==> src/rtl/uart_rx_if.sv <==
// Receive-side word handshake of the UART receiver.
// The master (the receiver) presents a word plus per-frame error flags and
// a sticky overrun flag. The slave (the consumer) answers with i_ready.
interface uart_rx_if #(
  parameter int G_WORD_WIDTH = 8
);
  logic [G_WORD_WIDTH-1:0] o_data;
  logic                    o_valid;
  logic                    i_ready;
  logic                    o_parity_err;
  logic                    o_frame_err;
  logic                    o_overrun;

  modport master (
    output o_data, o_valid, o_parity_err, o_frame_err, o_overrun,
    input  i_ready
  );

  modport slave (
    input  o_data, o_valid, o_parity_err, o_frame_err, o_overrun,
    output i_ready
  );
endinterface

==> src/rtl/uart_rx.sv <==
// UART receiver: start, G_WORD_WIDTH data bits (LSB first), parity, stop.
// The line is oversampled G_OVERSAMPLE times per bit using a free-running tick.
// Optional build macro UART_RX_MAJORITY_EN selects the bit value as the 2-of-3
// majority of the samples at ticks mid-1, mid and mid+1. Without the macro, the
// single sample at tick mid is used. Each bit is decided on tick mid+1 in both
// builds, so frame timing does not depend on the macro.
module uart_rx #(
  parameter int   G_SYS_CLK     = 40000000,
  parameter int   G_BAUD        = 256000,
  parameter int   G_OVERSAMPLE  = 16,
  parameter int   G_WORD_WIDTH  = 8,
  parameter logic G_PARITY_TYPE = 1'b1
) (
  input  logic         i_clk,
  input  logic         i_rst,
  input  logic         i_rx,
  output logic         o_busy,
  uart_rx_if.master    m_bus
);
  localparam int DIV   = G_SYS_CLK / (G_BAUD * G_OVERSAMPLE);
  localparam int MID   = G_OVERSAMPLE / 2;
  localparam int DIV_W = (DIV > 1) ? $clog2(DIV) : 1;
  localparam int TCK_W = $clog2(G_OVERSAMPLE);
  localparam int BIT_W = $clog2(G_WORD_WIDTH + 1);

  generate
    if (DIV < 1) begin : g_div_check
      $error("uart_rx: G_SYS_CLK/(G_BAUD*G_OVERSAMPLE) must be at least 1");
    end
    if ((G_OVERSAMPLE < 4) || ((G_OVERSAMPLE % 2) != 0)) begin : g_os_check
      $error("uart_rx: G_OVERSAMPLE must be even and at least 4");
    end
  endgenerate

  typedef enum logic [2:0] {S_IDLE, S_START, S_DATA, S_PARITY, S_STOP, S_BREAK} t_state;

  logic                    r_rx_meta, r_rx_sync;
  logic [DIV_W-1:0]        r_div_cnt;
  logic                    r_tick;
  t_state                  r_state, w_state_next;
  logic [TCK_W-1:0]        r_tick_cnt, w_tick_cnt_next;
  logic [BIT_W-1:0]        r_bit_cnt, w_bit_cnt_next;
  logic [G_WORD_WIDTH-1:0] r_shift, w_shift_next;
  logic                    r_par, w_par_next;
  logic                    r_perr_pend, w_perr_pend_next;
  logic                    w_done;
  logic                    w_line;
  logic                    w_bit;

  assign w_line = r_rx_sync;
  assign o_busy = (r_state != S_IDLE);

  // Two-flop synchronizer; resets to the idle line level so no false start.
  always_ff @(posedge i_clk) begin
    if (i_rst) begin
      r_rx_meta <= 1'b1;
      r_rx_sync <= 1'b1;
    end else begin
      r_rx_meta <= i_rx;
      r_rx_sync <= r_rx_meta;
    end
  end

  // Free-running oversample tick, one clock wide every DIV clocks.
  always_ff @(posedge i_clk) begin
    if (i_rst) begin
      r_div_cnt <= '0;
      r_tick    <= 1'b0;
    end else if (r_div_cnt == DIV_W'(DIV - 1)) begin
      r_div_cnt <= '0;
      r_tick    <= 1'b1;
    end else begin
      r_div_cnt <= r_div_cnt + DIV_W'(1);
      r_tick    <= 1'b0;
    end
  end

`ifdef UART_RX_MAJORITY_EN
  logic [1:0] r_samp;

  // Keep the samples from the two previous ticks (mid-1 and mid at decision time).
  always_ff @(posedge i_clk) begin
    if (r_tick) r_samp <= {r_samp[0], w_line};
  end

  assign w_bit = (r_samp[1] & r_samp[0]) | (r_samp[1] & w_line) | (r_samp[0] & w_line);
`else
  logic r_samp;

  // Keep the sample from the previous tick (mid at decision time).
  always_ff @(posedge i_clk) begin
    if (r_tick) r_samp <= w_line;
  end

  assign w_bit = r_samp;
`endif

  // FSM state, counters and frame accumulators.
  always_ff @(posedge i_clk) begin
    if (i_rst) begin
      r_state    <= S_IDLE;
      r_tick_cnt <= '0;
      r_bit_cnt  <= '0;
    end else begin
      r_state    <= w_state_next;
      r_tick_cnt <= w_tick_cnt_next;
      r_bit_cnt  <= w_bit_cnt_next;
    end
    r_shift     <= w_shift_next;
    r_par       <= w_par_next;
    r_perr_pend <= w_perr_pend_next;
  end

  // Next-state logic; everything advances only on ticks, bits decided at mid+1.
  always_comb begin
    w_state_next     = r_state;
    w_tick_cnt_next  = r_tick_cnt;
    w_bit_cnt_next   = r_bit_cnt;
    w_shift_next     = r_shift;
    w_par_next       = r_par;
    w_perr_pend_next = r_perr_pend;
    w_done           = 1'b0;
    if (r_tick) begin
      case (r_state)
        S_IDLE: begin
          if (!w_line) begin
            w_state_next    = S_START;
            w_tick_cnt_next = '0;
          end
        end
        S_START: begin
          if (r_tick_cnt == TCK_W'(MID)) begin
            w_tick_cnt_next = '0;
            w_bit_cnt_next  = '0;
            w_par_next      = 1'b0;
            w_state_next    = w_bit ? S_IDLE : S_DATA;
          end else begin
            w_tick_cnt_next = r_tick_cnt + TCK_W'(1);
          end
        end
        S_DATA: begin
          if (r_tick_cnt == TCK_W'(G_OVERSAMPLE - 1)) begin
            w_tick_cnt_next = '0;
            w_shift_next    = {w_bit, r_shift[G_WORD_WIDTH-1:1]};
            w_par_next      = r_par ^ w_bit;
            if (r_bit_cnt == BIT_W'(G_WORD_WIDTH - 1)) begin
              w_state_next = S_PARITY;
            end else begin
              w_bit_cnt_next = r_bit_cnt + BIT_W'(1);
            end
          end else begin
            w_tick_cnt_next = r_tick_cnt + TCK_W'(1);
          end
        end
        S_PARITY: begin
          if (r_tick_cnt == TCK_W'(G_OVERSAMPLE - 1)) begin
            w_tick_cnt_next  = '0;
            w_perr_pend_next = ((r_par ^ w_bit) != G_PARITY_TYPE);
            w_state_next     = S_STOP;
          end else begin
            w_tick_cnt_next = r_tick_cnt + TCK_W'(1);
          end
        end
        S_STOP: begin
          if (r_tick_cnt == TCK_W'(G_OVERSAMPLE - 1)) begin
            w_tick_cnt_next = '0;
            w_done          = 1'b1;
            w_state_next    = w_bit ? S_IDLE : S_BREAK;
          end else begin
            w_tick_cnt_next = r_tick_cnt + TCK_W'(1);
          end
        end
        S_BREAK: begin
          if (w_line) w_state_next = S_IDLE;
        end
        default: w_state_next = S_IDLE;
      endcase
    end
  end

  // Output word register with valid/ready handshake and sticky overrun.
  always_ff @(posedge i_clk) begin
    if (i_rst) begin
      m_bus.o_data       <= '0;
      m_bus.o_valid      <= 1'b0;
      m_bus.o_parity_err <= 1'b0;
      m_bus.o_frame_err  <= 1'b0;
      m_bus.o_overrun    <= 1'b0;
    end else if (w_done && (!m_bus.o_valid || m_bus.i_ready)) begin
      m_bus.o_data       <= r_shift;
      m_bus.o_valid      <= 1'b1;
      m_bus.o_parity_err <= r_perr_pend;
      m_bus.o_frame_err  <= ~w_bit;
      m_bus.o_overrun    <= 1'b0;
    end else if (w_done) begin
      m_bus.o_overrun    <= 1'b1;
    end else if (m_bus.o_valid && m_bus.i_ready) begin
      m_bus.o_valid      <= 1'b0;
      m_bus.o_overrun    <= 1'b0;
    end
  end
endmodule
==> src/flat_wrapper.sv <==
// flat-port wrapper written by rule: the top's interface ports become plain ports
module uart_rx_flat 
#(
  parameter int   G_SYS_CLK     = 40000000,
  parameter int   G_BAUD        = 256000,
  parameter int   G_OVERSAMPLE  = 16,
  parameter int   G_WORD_WIDTH  = 8,
  parameter logic G_PARITY_TYPE = 1'b1
)
  (i_clk, i_rst, i_rx, o_busy, m_bus_o_data, m_bus_o_valid, m_bus_o_parity_err, m_bus_o_frame_err, m_bus_o_overrun, m_bus_i_ready);
  uart_rx_if #(.G_WORD_WIDTH(G_WORD_WIDTH)) m_bus_i ();
  input  logic i_clk;
  input  logic i_rst;
  input  logic i_rx;
  output logic o_busy;
  output wire logic [$bits(m_bus_i.o_data)-1:0] m_bus_o_data;
  output wire logic [$bits(m_bus_i.o_valid)-1:0] m_bus_o_valid;
  output wire logic [$bits(m_bus_i.o_parity_err)-1:0] m_bus_o_parity_err;
  output wire logic [$bits(m_bus_i.o_frame_err)-1:0] m_bus_o_frame_err;
  output wire logic [$bits(m_bus_i.o_overrun)-1:0] m_bus_o_overrun;
  input wire logic [$bits(m_bus_i.i_ready)-1:0] m_bus_i_ready;
  assign m_bus_o_data = m_bus_i.o_data;
  assign m_bus_o_valid = m_bus_i.o_valid;
  assign m_bus_o_parity_err = m_bus_i.o_parity_err;
  assign m_bus_o_frame_err = m_bus_i.o_frame_err;
  assign m_bus_o_overrun = m_bus_i.o_overrun;
  assign m_bus_i.i_ready = m_bus_i_ready;
  uart_rx #(.G_SYS_CLK(G_SYS_CLK), .G_BAUD(G_BAUD), .G_OVERSAMPLE(G_OVERSAMPLE), .G_WORD_WIDTH(G_WORD_WIDTH), .G_PARITY_TYPE(G_PARITY_TYPE)) u_core (.i_clk(i_clk), .i_rst(i_rst), .i_rx(i_rx), .o_busy(o_busy), .m_bus(m_bus_i));
endmodule
==> config.mk <==
export PLATFORM = sky130hd
export DESIGN_NAME = uart_rx_flat
export DESIGN_NICKNAME = d
export VERILOG_FILES = /design/src/rtl/uart_rx_if.sv /design/src/rtl/uart_rx.sv /design/src/flat_wrapper.sv
export SDC_FILE = /design/constraint.sdc
export NUM_CORES = 1
export LEC_CHECK = 0
export BUFFER_PORTS_ARGS = -buffer_cell sky130_fd_sc_hd__buf_2
export CAP_MARGIN = 5
export CORE_MARGIN = 2
export CORE_UTILIZATION = 62
export CTS_CLUSTER_DIAMETER = 30
export CTS_CLUSTER_SIZE = 30
export DETAILED_ROUTE_END_ITERATION = 8
export PLACE_DENSITY = 0.92
export SYNTH_ARGS = -nofsm -noshare
export SYNTH_HDL_FRONTEND = slang
export SYNTH_SLANG_ARGS = --single-unit
==> constraint.sdc <==
create_clock -name i_clk -period 5 [get_ports i_clk]
set_clock_uncertainty 0.05 [all_clocks]
set_input_delay 0.25 -clock i_clk [delete_from_list [all_inputs] [get_ports i_clk]]
set_output_delay 0.25 -clock i_clk [all_outputs]
set_load 0.02 [all_outputs]
==> results of run 1 <==
## power groups by stage
stage,sequential [W],clock (W),combinational (W)
after floorplan,0.000351,0,0.00000999
after global placement,0.000351,0,0.0000118
after detailed placement,0.000351,0,0.0000133
after CTS,0.000344,0.000193,0.0000134
after global routing,0.000344,0.000208,0.0000151
final,0.000344,0.000195,0.0000133
## cell usage in the layout (no fill, tap or decap), types with 2 or more instances in the layout
cell type  netlist  layout
clkbuf_4         0       5
nand3b_1         4       4
and3_1           2       2
o211ai_1         4       4
xor2_1           2       2
ha_1             5       5
dfxtp_1         30      30
nor2b_1          2       2
o21ai_0          2       2
nor3b_1          5       5
xnor2_1          2       2
edfxtp_1        11      11
nand2_1          8       8
inv_1            7       7
a21oi_1         11      11
buf_2            2      16
nand2b_1         2       2
mux2i_1          9       9
nand3_1          5       5
nand4_1          4       4
nor3_1           9       9
a31oi_1          2       2
nor2_1          22      22
a211oi_1         2       2
or2_2            3       3
## metal layers
metal | GRT usage | wire, um | vias to the layer above
met3 | 0.0826 | 266 | 16
li1 | - | - | 680
met1 | 0.291 | 1500 | 662
met4 | 0.133 | 112 | 0
met5 | 0 | 0 | -
met2 | 0.461 | 2010 | 69
## per-stage QoR
step           utilization  setup WS, ns  instance area, um^2
5_1_grt              0.711          2.63                 1960
3_5_place_dp         0.686          2.79                 1890
6_report             0.711          2.78                 1960
4_1_cts              0.711          2.80                 1960
2_1_floorplan            -          3.12                 1820
3_3_place_gp         0.686          2.95                 1890
## sequential cells by signal, summed over array words and instances, names as in the netlist, 3 cells and up
signal               cells
u_core.r_bit_cnt         4
u_core.r_tick_cnt        4
u_core.r_state           3
u_core.r_div_cnt         4
u_core.r_shift           8
u_core.m_bus.o_data      8
## cells by family (layout without fill, tap and decap cells)
| group | Yosys count | in the layout | share of synthesized area |
|---|---|---|---|
| xor gates and xnor gates | 4 | 4 | 0.0193 |
| buffers and inverters | 15 | 31 | 0.0386 |
| adders and majority gates | 5 | 5 | 0.0345 |
| and+or+nand+nor | 78 | 78 | 0.241 |
| AOI/OAI and AO/OA | 27 | 27 | 0.0979 |
| muxes | 10 | 10 | 0.0558 |
| DFF | 41 | 41 | 0.513 |
## cell usage after synthesis (all sizes together)
master	number	area, um^2
a2111oi	1	8.76
a211oi	3	27.5
a21oi	12	63.8
a31oi	2	12.5
and2	1	6.26
and3	2	12.5
and3b	1	8.76
and4	1	8.76
buf	4	28.8
clkbuf	4	15.0
dfxtp	30	601
edfxtp	11	330
ha	5	62.6
inv	7	26.3
mux2	1	11.3
mux2i	9	90.1
nand2	8	30.0
nand2b	2	12.5
nand3	5	25.0
nand3b	4	30.0
nand4	4	25.0
nand4b	1	8.76
nor2	22	82.6
nor2b	2	12.5
nor3	10	61.3
nor3b	5	37.5
nor4	1	6.26
nor4b	1	8.76
o211ai	4	30.0
o21ai	3	15.0
o2bb2ai	1	8.76
o41a	1	11.3
or2	3	18.8
or3	1	6.26
or3b	3	28.8
or4	1	7.51
xnor2	2	17.5
xor2	2	17.5
## final timing paths
kind	startpoint	to	slack, ns	cells after the start
max	u_core.r_state[2]	u_core.m_bus.o_data[1]	2.78	4
min	i_rx	u_core.r_rx_meta	0.02	2
max reg2reg	u_core.r_state[2]	u_core.m_bus.o_data[1]	2.78	4
min reg2reg	u_core.r_rx_meta	u_core.r_rx_sync	0.37	1
## layout make-up
class / instances / area (um^2)
Multi-Input combinational cell: 124 / 815
Timing Repair Buffer: 16 / 80.1
Tap cell: 31 / 38.8
Clock buffer: 7 / 66.3
Fill cell: 179 / 796
Inverter: 7 / 26.3
Clock inverter: 1 / 5.00
Sequential cell: 41 / 931
==> flow_summary_export.csv, run 1 <==
group,metric,value,unit
route,dr_total_vias,1427,
worst_setup_path,cp_slowest_cell,"dfxtp_1",
placement,dp.cells,219,
cts,cts_root_buffer,"clkbuf_4",
logic_synthesis,synth_cell_types,46,
sta,setup_tns,0,ns
sta,min_period,2.22,ns
cts,htree_levels,2,
sta,fmaxAchievable,450,MHz
sta,min_period_over_period,0.445,
sta,hold_violations,0,
die,dieArea,3380,um^2
worst_setup_path,crit_chain,"or3b_4 > nor3_4 > mux2i_1 > nor2_1",
global_route,grt_pass1_wl,6620,um
placement,hpwl,2660,um
power,p_switching,0.000120,W
placement,globalplace.congestion,0.858,
worst_setup_path,arrival,2.40,ns
power,irDropWorstVdd,0.260,mV
power,pwr-share-seq,0.623,
sta,whs,0.0179,ns
logic_synthesis,synth_seq_cells,41,
sta,report.final.setup_viol,0,
worst_setup_path,cp-end-kind,"register",
cells_and_area,num_antenna_cells,0,
power,switching_share,0.218,
die,die_h,58.1,um
power,internal_power,0.000432,W
global_route,grt_max_degree,31,
status,status,"complete, no violations",
power,p_clk_frac,0.353,
die,pin_count,17,
route,dr.pass1.iters,4,
die,initial_core_util,0.658,
power,p_leak,0.714,nW
logic_synthesis,synthCells,180,
worst_setup_path,path_max_fanout,15,
worst_setup_path,crit_buf_inv,0,
die,row_count,19,
power,p_total,0.000552,W
route,drt-wirelength-per-cell,17.1,um
sta,max_slew.worst_pin.slew,1.02,ns
global_route,grt_use_total,0.265,
route,routed_wl,3890,um
worst_setup_path,cpLargestDelayFamily,"simple AND/OR/NAND/NOR gates",
logic_synthesis,syn_nets,189,
cts,clock_latency,0.37,ns
logic_synthesis,seq_area_frac_synth,0.513,
worst_setup_path,critPathLaunchType,"register",
cts,cts_max_path_buffers,2,
cts,cts_tree,"done",
cts,path_clk_slew,0.11,ns
cts,postCtsSetupBuffers,0,
cells_and_area,area_growth,8.06,%
logic_synthesis,postSynthAreaPerCell,10.1,um^2
sta,final_max_slew_viol_count,0,
logic_synthesis,yosysWarnings,0,
route,viasPerCell,6.29,
worst_hold_path,hold_class,"input port to register",
global_route,antenna_found_initial,0,
route,drt_iter0_markers,110,
cells_and_area,finalNetCount,204,
cts,ctsResizeCount,0,
worst_setup_path,cp_slowest_stage_delay,0.63,ns
route,ant_nets,0,
cells_and_area,final_cells,227,
cells_and_area,drive_gt1_frac,0.163,
cts,cts_sinks,41,
cts,numCtsBuffers,5,
power,powerDensity,282,nW/um^2
cts,ctsHoldBuffers,0,
worst_setup_path,critical_path_class,"register to register",
power,combPwrFrac,0.024,
route,drt_drc_violations_left,0,
placement,io_buffers,16,
die,core,2760,um^2
global_route,grt_remaining_overflow,0,
worst_setup_path,required,5.18,ns
sta,slew_headroom,0.317,
die,die_w,58.1,um
logic_synthesis,netlist_area,1820,um^2
sta,grt_setup_unrepaired,"false",
run,drv_cap,0,
global_route,grt_pass1_vias,1388,
Note: power is estimated with default switching activity, not from simulation.
==> run 2, diff against run 1 <==
- ABC_AREA: not set -> 1
- CORE_UTILIZATION: 62 -> 52
- PLACE_DENSITY: 0.92 -> 0.83
- clock period: 5 -> 2 ns (I/O delays scaled with it)
==> run 2 against run 1 <==
Effect of this change:
- via count is 3.4% higher
- core utilization decreased by 10 points
- sequential power rose by 150%
- global-route usage is 8.5 points lower
- non-clock buffer count rose by 3
- critical path type unchanged
- critical endpoint unchanged
- largest power group unchanged
- highest routed layer unchanged
==> flow_summary_export.csv, run 2 <==
group,metric,value,unit
sta,final_max_slew_viol_count,0,
cts,path_clk_slew,0.13,ns
cells_and_area,regArea,931,um^2
cts,cts_max_path_buffers,2,
cells_and_area,final_cell_mix,"nand2_1 (52), dfxtp_1 (30), nor2_1 (26), a21oi_1 (26), inv_1 (20)",
worst_setup_path,cp-end-kind,"register",
sta,hold_violations,0,
placement,dp_slack,0.293,ns
worst_hold_path,min_to,"u_core.r_tick",
logic_synthesis,synthCells,225,
logic_synthesis,synth-xor-area-share,0.0239,
logic_synthesis,synth_compound_gate_area_share,0.0930,
worst_setup_path,arrival,1.96,ns
worst_hold_path,holdPathStages,2,
logic_synthesis,synth_edf_count,11,
sta,max_slew.worst_pin.slew,0.350,ns
logic_synthesis,synth_mux_area_frac,0,
worst_hold_path,hp-start,"i_rst",
placement,io_buffers,16,
worst_hold_path,hold_class,"input port to register",
cells_and_area,num_antenna_cells,0,
die,row_count,21,
cells_and_area,finalNetCount,254,
logic_synthesis,syn_nets,234,
logic_synthesis,synth_seq_cells,41,
route,ant_nets,0,
worst_setup_path,required,2.24,ns
power,switching_share,0.217,
logic_synthesis,synthArstFlopShare,0,
worst_setup_path,crit_start,"u_core.r_tick_cnt[1]",
logic_synthesis,synth_top_family_by_area,"simple AND/OR/NAND/NOR gates",
cells_and_area,final_cells,292,
sta,setup_tns,0,ns
power,powerDensity,708,nW/um^2
route,viasPerCell,5.05,
die,dieArea,4010,um^2
logic_synthesis,synth_common_cells,"nand2_1 (52), dfxtp_1 (30), a21oi_1 (26), nor2_1 (26), inv_1 (20)",
logic_synthesis,yosysTopAreaCell,"dfxtp_1",
worst_setup_path,critical_path_class,"register to register",
power,pwr-share-seq,0.594,
logic_synthesis,netlist_area,1830,um^2
run,drv_cap,0,
worst_setup_path,ff2ff_setup_slack,0.28,ns
sta,grt_setup_unrepaired,"false",
sta,postLayoutSetupSlackWorst,0.282,ns
worst_setup_path,path_max_fanout,12,
global_route,grt_remaining_overflow,0,
status,status,"complete, no violations",
worst_setup_path,timing.rr.start,"u_core.r_tick_cnt[1]",
cts,cts_root_buffer,"clkbuf_4",
logic_synthesis,synth_top_area_frac,0.328,
logic_synthesis,synthSimpleGateAreaFrac,0.275,
power,p_total,0.00145,W
cts,ctsResizeCount,0,
global_route,grt_pass1_vias,1302,
cts,cts_tree,"done",
cells_and_area,area_growth,11.6,%
route,routed_wl,3270,um
worst_setup_path,critPathLaunchType,"register",
logic_synthesis,synth_cell_types,27,
logic_synthesis,ys_top_cells_by_area,"dfxtp_1 (33%), edfxtp_1 (18%), nand2_1 (11%), a21oi_1 (7.1%), nor2_1 (5.3%)",
sta,min_period,1.72,ns
global_route,grt_max_degree,21,
power,p_switching,0.000313,W
sta,whs,0.0665,ns
route,drt-wirelength-per-cell,11.2,um
cts,numCtsBuffers,5,
power,p_clk_frac,0.382,
cells_and_area,layout_commonest_cell,"nand2_1",
route,drt_iter0_markers,109,
logic_synthesis,yosysWarnings,0,
power,internal_power,0.00113,W
logic_synthesis,postSynthAreaPerCell,8.14,um^2
cts,clock_latency,0.36,ns
worst_setup_path,reg2reg_depth,9,
cells_and_area,multi_input_comb_area,781,um^2
global_route,grt_pass1_wl,5630,um
sta,slew_headroom,0.767,
logic_synthesis,ys.flop_type,"dfxtp_1",
cells_and_area,reg.largest.list,"u_core.m_bus.o_data (8), u_core.r_shift (8)",
sta,fmaxAchievable,582,MHz
sta,report.final.setup_viol,0,
die,pin_count,17,
route,drt_drc_violations_left,0,
sta,min_period_over_period,0.859,
route,dr_total_vias,1475,
global_route,antenna_found_initial,0,
cells_and_area,drive_gt1_frac,0.154,
cells_and_area,nFillCells,326,
die,initial_core_util,0.544,
placement,dp.cells,282,
global_route,grt_use_total,0.180,
power,irDropWorstVdd,0.433,mV
power,p_leak,0.818,nW
cts,htree_levels,2,
logic_synthesis,synth_fa_ha_area_frac,0.0342,
logic_synthesis,seq_area_frac_synth,0.509,
route,dr.pass1.iters,4,
logic_synthesis,yosysMostFrequentCell,"nand2_1",
worst_setup_path,reg2reg_to,"u_core.m_bus.o_data[1]",
placement,globalplace.congestion,0.938,
die,die_h,63.3,um
cts,cts_sinks,41,
die,core,3360,um^2
power,combPwrFrac,0.024,
placement,hpwl,2300,um
die,die_w,63.3,um
==> run 2: changes by cell type in the layout (fill, tap and decap cells not counted), sizes merged, moves of 3 or more <==
cell | before | now
or3b | 3 | 0
nor2 | 22 | 31
mux2i | 9 | 0
nor3b | 5 | 1
inv | 7 | 22
nor3 | 10 | 1
nand3 | 5 | 20
a21oi | 12 | 26
a211oi | 3 | 0
nand2 | 8 | 55
o211ai | 4 | 1
nand4 | 4 | 1
==> run 2: per-layer routing <==
metal	GRT usage	share of wire	up-vias	routed length (um)
met4	0.0788	0.018	0	60
met5	0	0	-	0
met2	0.288	0.45	50	1460
met1	0.222	0.47	649	1530
li1	-	-	768	-
met3	0.0589	0.065	8	211
==> run 2: layout make-up <==
| class | instances | share of cell area |
|---|---|---|
| Multi-Input combinational cell | 156 | 0.382 |
| Clock buffer | 5 | 0.0184 |
| Timing Repair Buffer | 19 | 0.0527 |
| Clock inverter | 3 | 0.0227 |
| Tap cell | 46 | 0.0282 |
| Inverter | 22 | 0.0404 |
| Sequential cell | 41 | 0.456 |
==> run 2: through the flow <==
| stage | util | instance area [um^2] |
|---|---|---|
| finish | 0.608 | 2040 |
| CTS | 0.608 | 2040 |
| detailed placement | 0.577 | 1940 |
| floorplan | - | 1830 |
| global route | 0.608 | 2040 |
| global placement | 0.577 | 1940 |
==> run 2: cell families after synthesis <==
group,Yosys count
buf+inv,28
xor+xnor,5
flops,41
compound gates,33
simple gates,113
fa+ha+maj,5
==> run 2: worst max-delay path, cell delays in order (launching register included) <==
cell and delay, ns:
dfxtp_1 0.38, ha_1 0.22, nand2_2 0.09, nor2_4 0.14, nand2_2 0.08, nor2_2 0.13, nand2_2 0.16, inv_2 0.18
nand2_1 0.08, a21oi_1 0.14
==> run 2: power groups by stage <==
stage / Sequential (W) / Clock (W) / Combinational [W]
floorplan: 0.000877 / 0 / 0.0000241
global placement: 0.000878 / 0 / 0.0000308
detailed placement: 0.000878 / 0 / 0.0000316
CTS: 0.000860 / 0.000569 / 0.0000346
global route: 0.000861 / 0.000608 / 0.0000391
finish: 0.000859 / 0.000552 / 0.0000346
==> run 2: worst max path at each step <==
| stage | slack [ns] | end |
|---|---|---|
| floorplan | 0.41 | u_core.r_shift[0] |
| global placement | 0.41 | u_core.m_bus.o_data[0] |
| finish | 0.28 | u_core.m_bus.o_data[1] |
| detailed placement | 0.29 | u_core.m_bus.o_data[1] |
| global route | 0.11 | u_core.m_bus.o_data[1] |
| CTS | 0.26 | u_core.m_bus.o_data[1] |
==> run 2: repair_timing <==
action	4_1_cts	5_1_grt
setup endpoints to repair	0	0
hold buffers	2	0
hold endpoints to repair	2	0
buffers inserted	0	0
==> run 3, diff against run 2 <==
- ABC_AREA: 1 -> not set
==> run 3 against run 2 <==
Effect of this change:
- via count fell by 7.9%
- cell area up 0.55%
- core utilization up 0.82 points
- flip-flop and latch count did not move
- sequential power about the same
- final cell count is 15% lower
- critical endpoint is now u_core.r_bit_cnt[1]
==> flow_summary_export.csv, run 3 (synthesis gave the netlist of run 1 again) <==
group,metric,value,unit
worst_setup_path,arrival,1.96,ns
cts,cts_max_path_buffers,2,
sta,min_period,1.79,ns
route,drt_iter0_markers,55,
cells_and_area,num_antenna_cells,0,
route,ant_nets,0,
route,dr.pass1.iters,4,
worst_setup_path,cp_slowest_stage_delay,0.50,ns
cells_and_area,layout_commonest_cell,"dfxtp_1",
sta,fmaxAchievable,558,MHz
cells_and_area,final_cell_mix,"dfxtp_1 (30), nor2_1 (22), buf_2 (16)",
global_route,grt_remaining_overflow,0,
cts,cts_sinks,41,
worst_hold_path,hold_class,"input port to register",
sta,final_max_slew_viol_count,0,
worst_setup_path,required,2.16,ns
sta,setup_tns,0,ns
sta,grt_setup_unrepaired,"false",
cts,cts_root_buffer,"clkbuf_4",
worst_setup_path,critical_path_class,"register to register",
worst_setup_path,crit_chain,"or3b_1 > or4_1 > nand3_1 > a21oi_1",
placement,io_buffers,16,
worst_setup_path,crit_start,"u_core.r_state[1]",
cells_and_area,area_growth,13.2,%
cells_and_area,drive_gt1_frac,0.177,
power,p_leak,0.752,nW
sta,max_slew.worst_pin.slew,0.545,ns
placement,dp_slack,0.229,ns
worst_hold_path,hp-start,"i_rst",
route,drt-wirelength-per-cell,12.8,um
route,dr_total_vias,1359,
cells_and_area,nFillCells,299,
worst_setup_path,path_max_fanout,13,
power,powerDensity,685,nW/um^2
cts,ctsHoldBuffers,2,
die,die_w,63.1,um
cts,htree_levels,2,
run,drv_cap,0,
die,initial_core_util,0.544,
cts,clock_latency,0.35,ns
worst_setup_path,critPathLaunchType,"register",
die,row_count,21,
cts,cts_tree,"done",
cts,path_clk_slew,0.12,ns
cts,numCtsBuffers,5,
global_route,grt_max_degree,31,
sta,report.final.setup_viol,0,
die,dieArea,3980,um^2
sta,postLayoutSetupSlackWorst,0.206,ns
global_route,grt_use_total,0.177,
die,die_h,63.1,um
placement,hpwl,2250,um
sta,min_period_over_period,0.897,
cells_and_area,reg.largest.list,"u_core.m_bus.o_data (8), u_core.r_shift (8)",
route,routed_wl,3190,um
die,core,3340,um^2
worst_setup_path,cp_slowest_cell,"or3b_1",
global_route,grt_pass1_vias,1279,
route,viasPerCell,5.46,
cells_and_area,finalNetCount,211,
die,pin_count,17,
placement,globalplace.congestion,0.854,
route,drt_drc_violations_left,0,
cts,postCtsSetupBuffers,0,
worst_setup_path,cp-end-kind,"register",
worst_setup_path,timing.rr.start,"u_core.r_state[1]",
status,status,"complete, no violations",
power,irDropWorstVdd,0.382,mV
global_route,grt_pass1_wl,5520,um
sta,hold_violations,0,
cts,ctsResizeCount,0,
sta,slew_headroom,0.637,
global_route,antenna_found_initial,0,
==> run 3: cell count changes in the layout (fill, tap and decap cells not counted), moves of 4 or more <==
| cell | before | now |
|---|---|---|
| nor3b_1 | 1 | 5 |
| mux2i_1 | 0 | 9 |
| nand2_1 | 52 | 8 |
| nor3_1 | 1 | 9 |
| nand3_1 | 19 | 5 |
| nor2_1 | 26 | 22 |
| a21oi_1 | 26 | 11 |
| inv_1 | 20 | 7 |
==> run 3: final timing paths <==
kind / end / slack (ns) / depth (start not counted)
worst max-delay path: u_core.r_bit_cnt[1] / 0.21 / 4
worst min-delay path: u_core.m_bus.o_data[1] / 0.16 / 2
worst max register to register: u_core.r_bit_cnt[1] / 0.21 / 4
worst min register to register: u_core.r_rx_sync / 0.37 / 1
==> run 3: metrics by stage <==
stage / hold WS, ns / total power (W) / std cells / util / instance area, um^2
3_5_place_dp: 0.249 / 0.000911 / 239 / 0.587 / 1960
2_1_floorplan: 0.154 / 0.000902 / 180 / - / 1820
3_3_place_gp: 0.249 / 0.000910 / 239 / 0.587 / 1960
4_1_cts: 0.154 / 0.00143 / 249 / 0.616 / 2050
6_report: 0.161 / 0.00141 / 249 / 0.616 / 2050
5_1_grt: 0.170 / 0.00147 / 249 / 0.616 / 2050
==> run 3: layout make-up <==
class                      count  area [um^2]  area share
inverter                       7         26.3      0.0128
tap                           46         57.6      0.0280
sequential                    41          931       0.453
clock buffer                   6         41.3      0.0201
multi-input combinational    124          815       0.396
timing repair buffer          23          150      0.0731
clock inverter                 2         33.8      0.0164
==> run 3: per-layer routing <==
metal,share of wire,vias up,GRT usage
met3,0.048,4,0.0536
met1,0.46,625,0.214
met2,0.48,34,0.286
li1,-,696,-
met5,0,-,0
met4,0.015,0,0.0861
==> run 3: critical path, delay by kind of cell (launching register included) <==
family	cells	cell delay, ns
simple gates	3	1.10
compound gates	1	0.06
flops	1	0.44
==> run 3: power by group <==
| group | leakage [nW] | internal [W] | switching [W] | total, W |
|---|---|---|---|---|
| combinational | 0.372 | 0.0000167 | 0.0000184 | 0.0000351 |
| sequential | 0.340 | 0.000854 | 0.00000575 | 0.000860 |
| clock | 0.0399 | 0.000260 | 0.000252 | 0.000512 |
| total | 0.752 | 0.00113 | 0.000276 | 0.00141 |
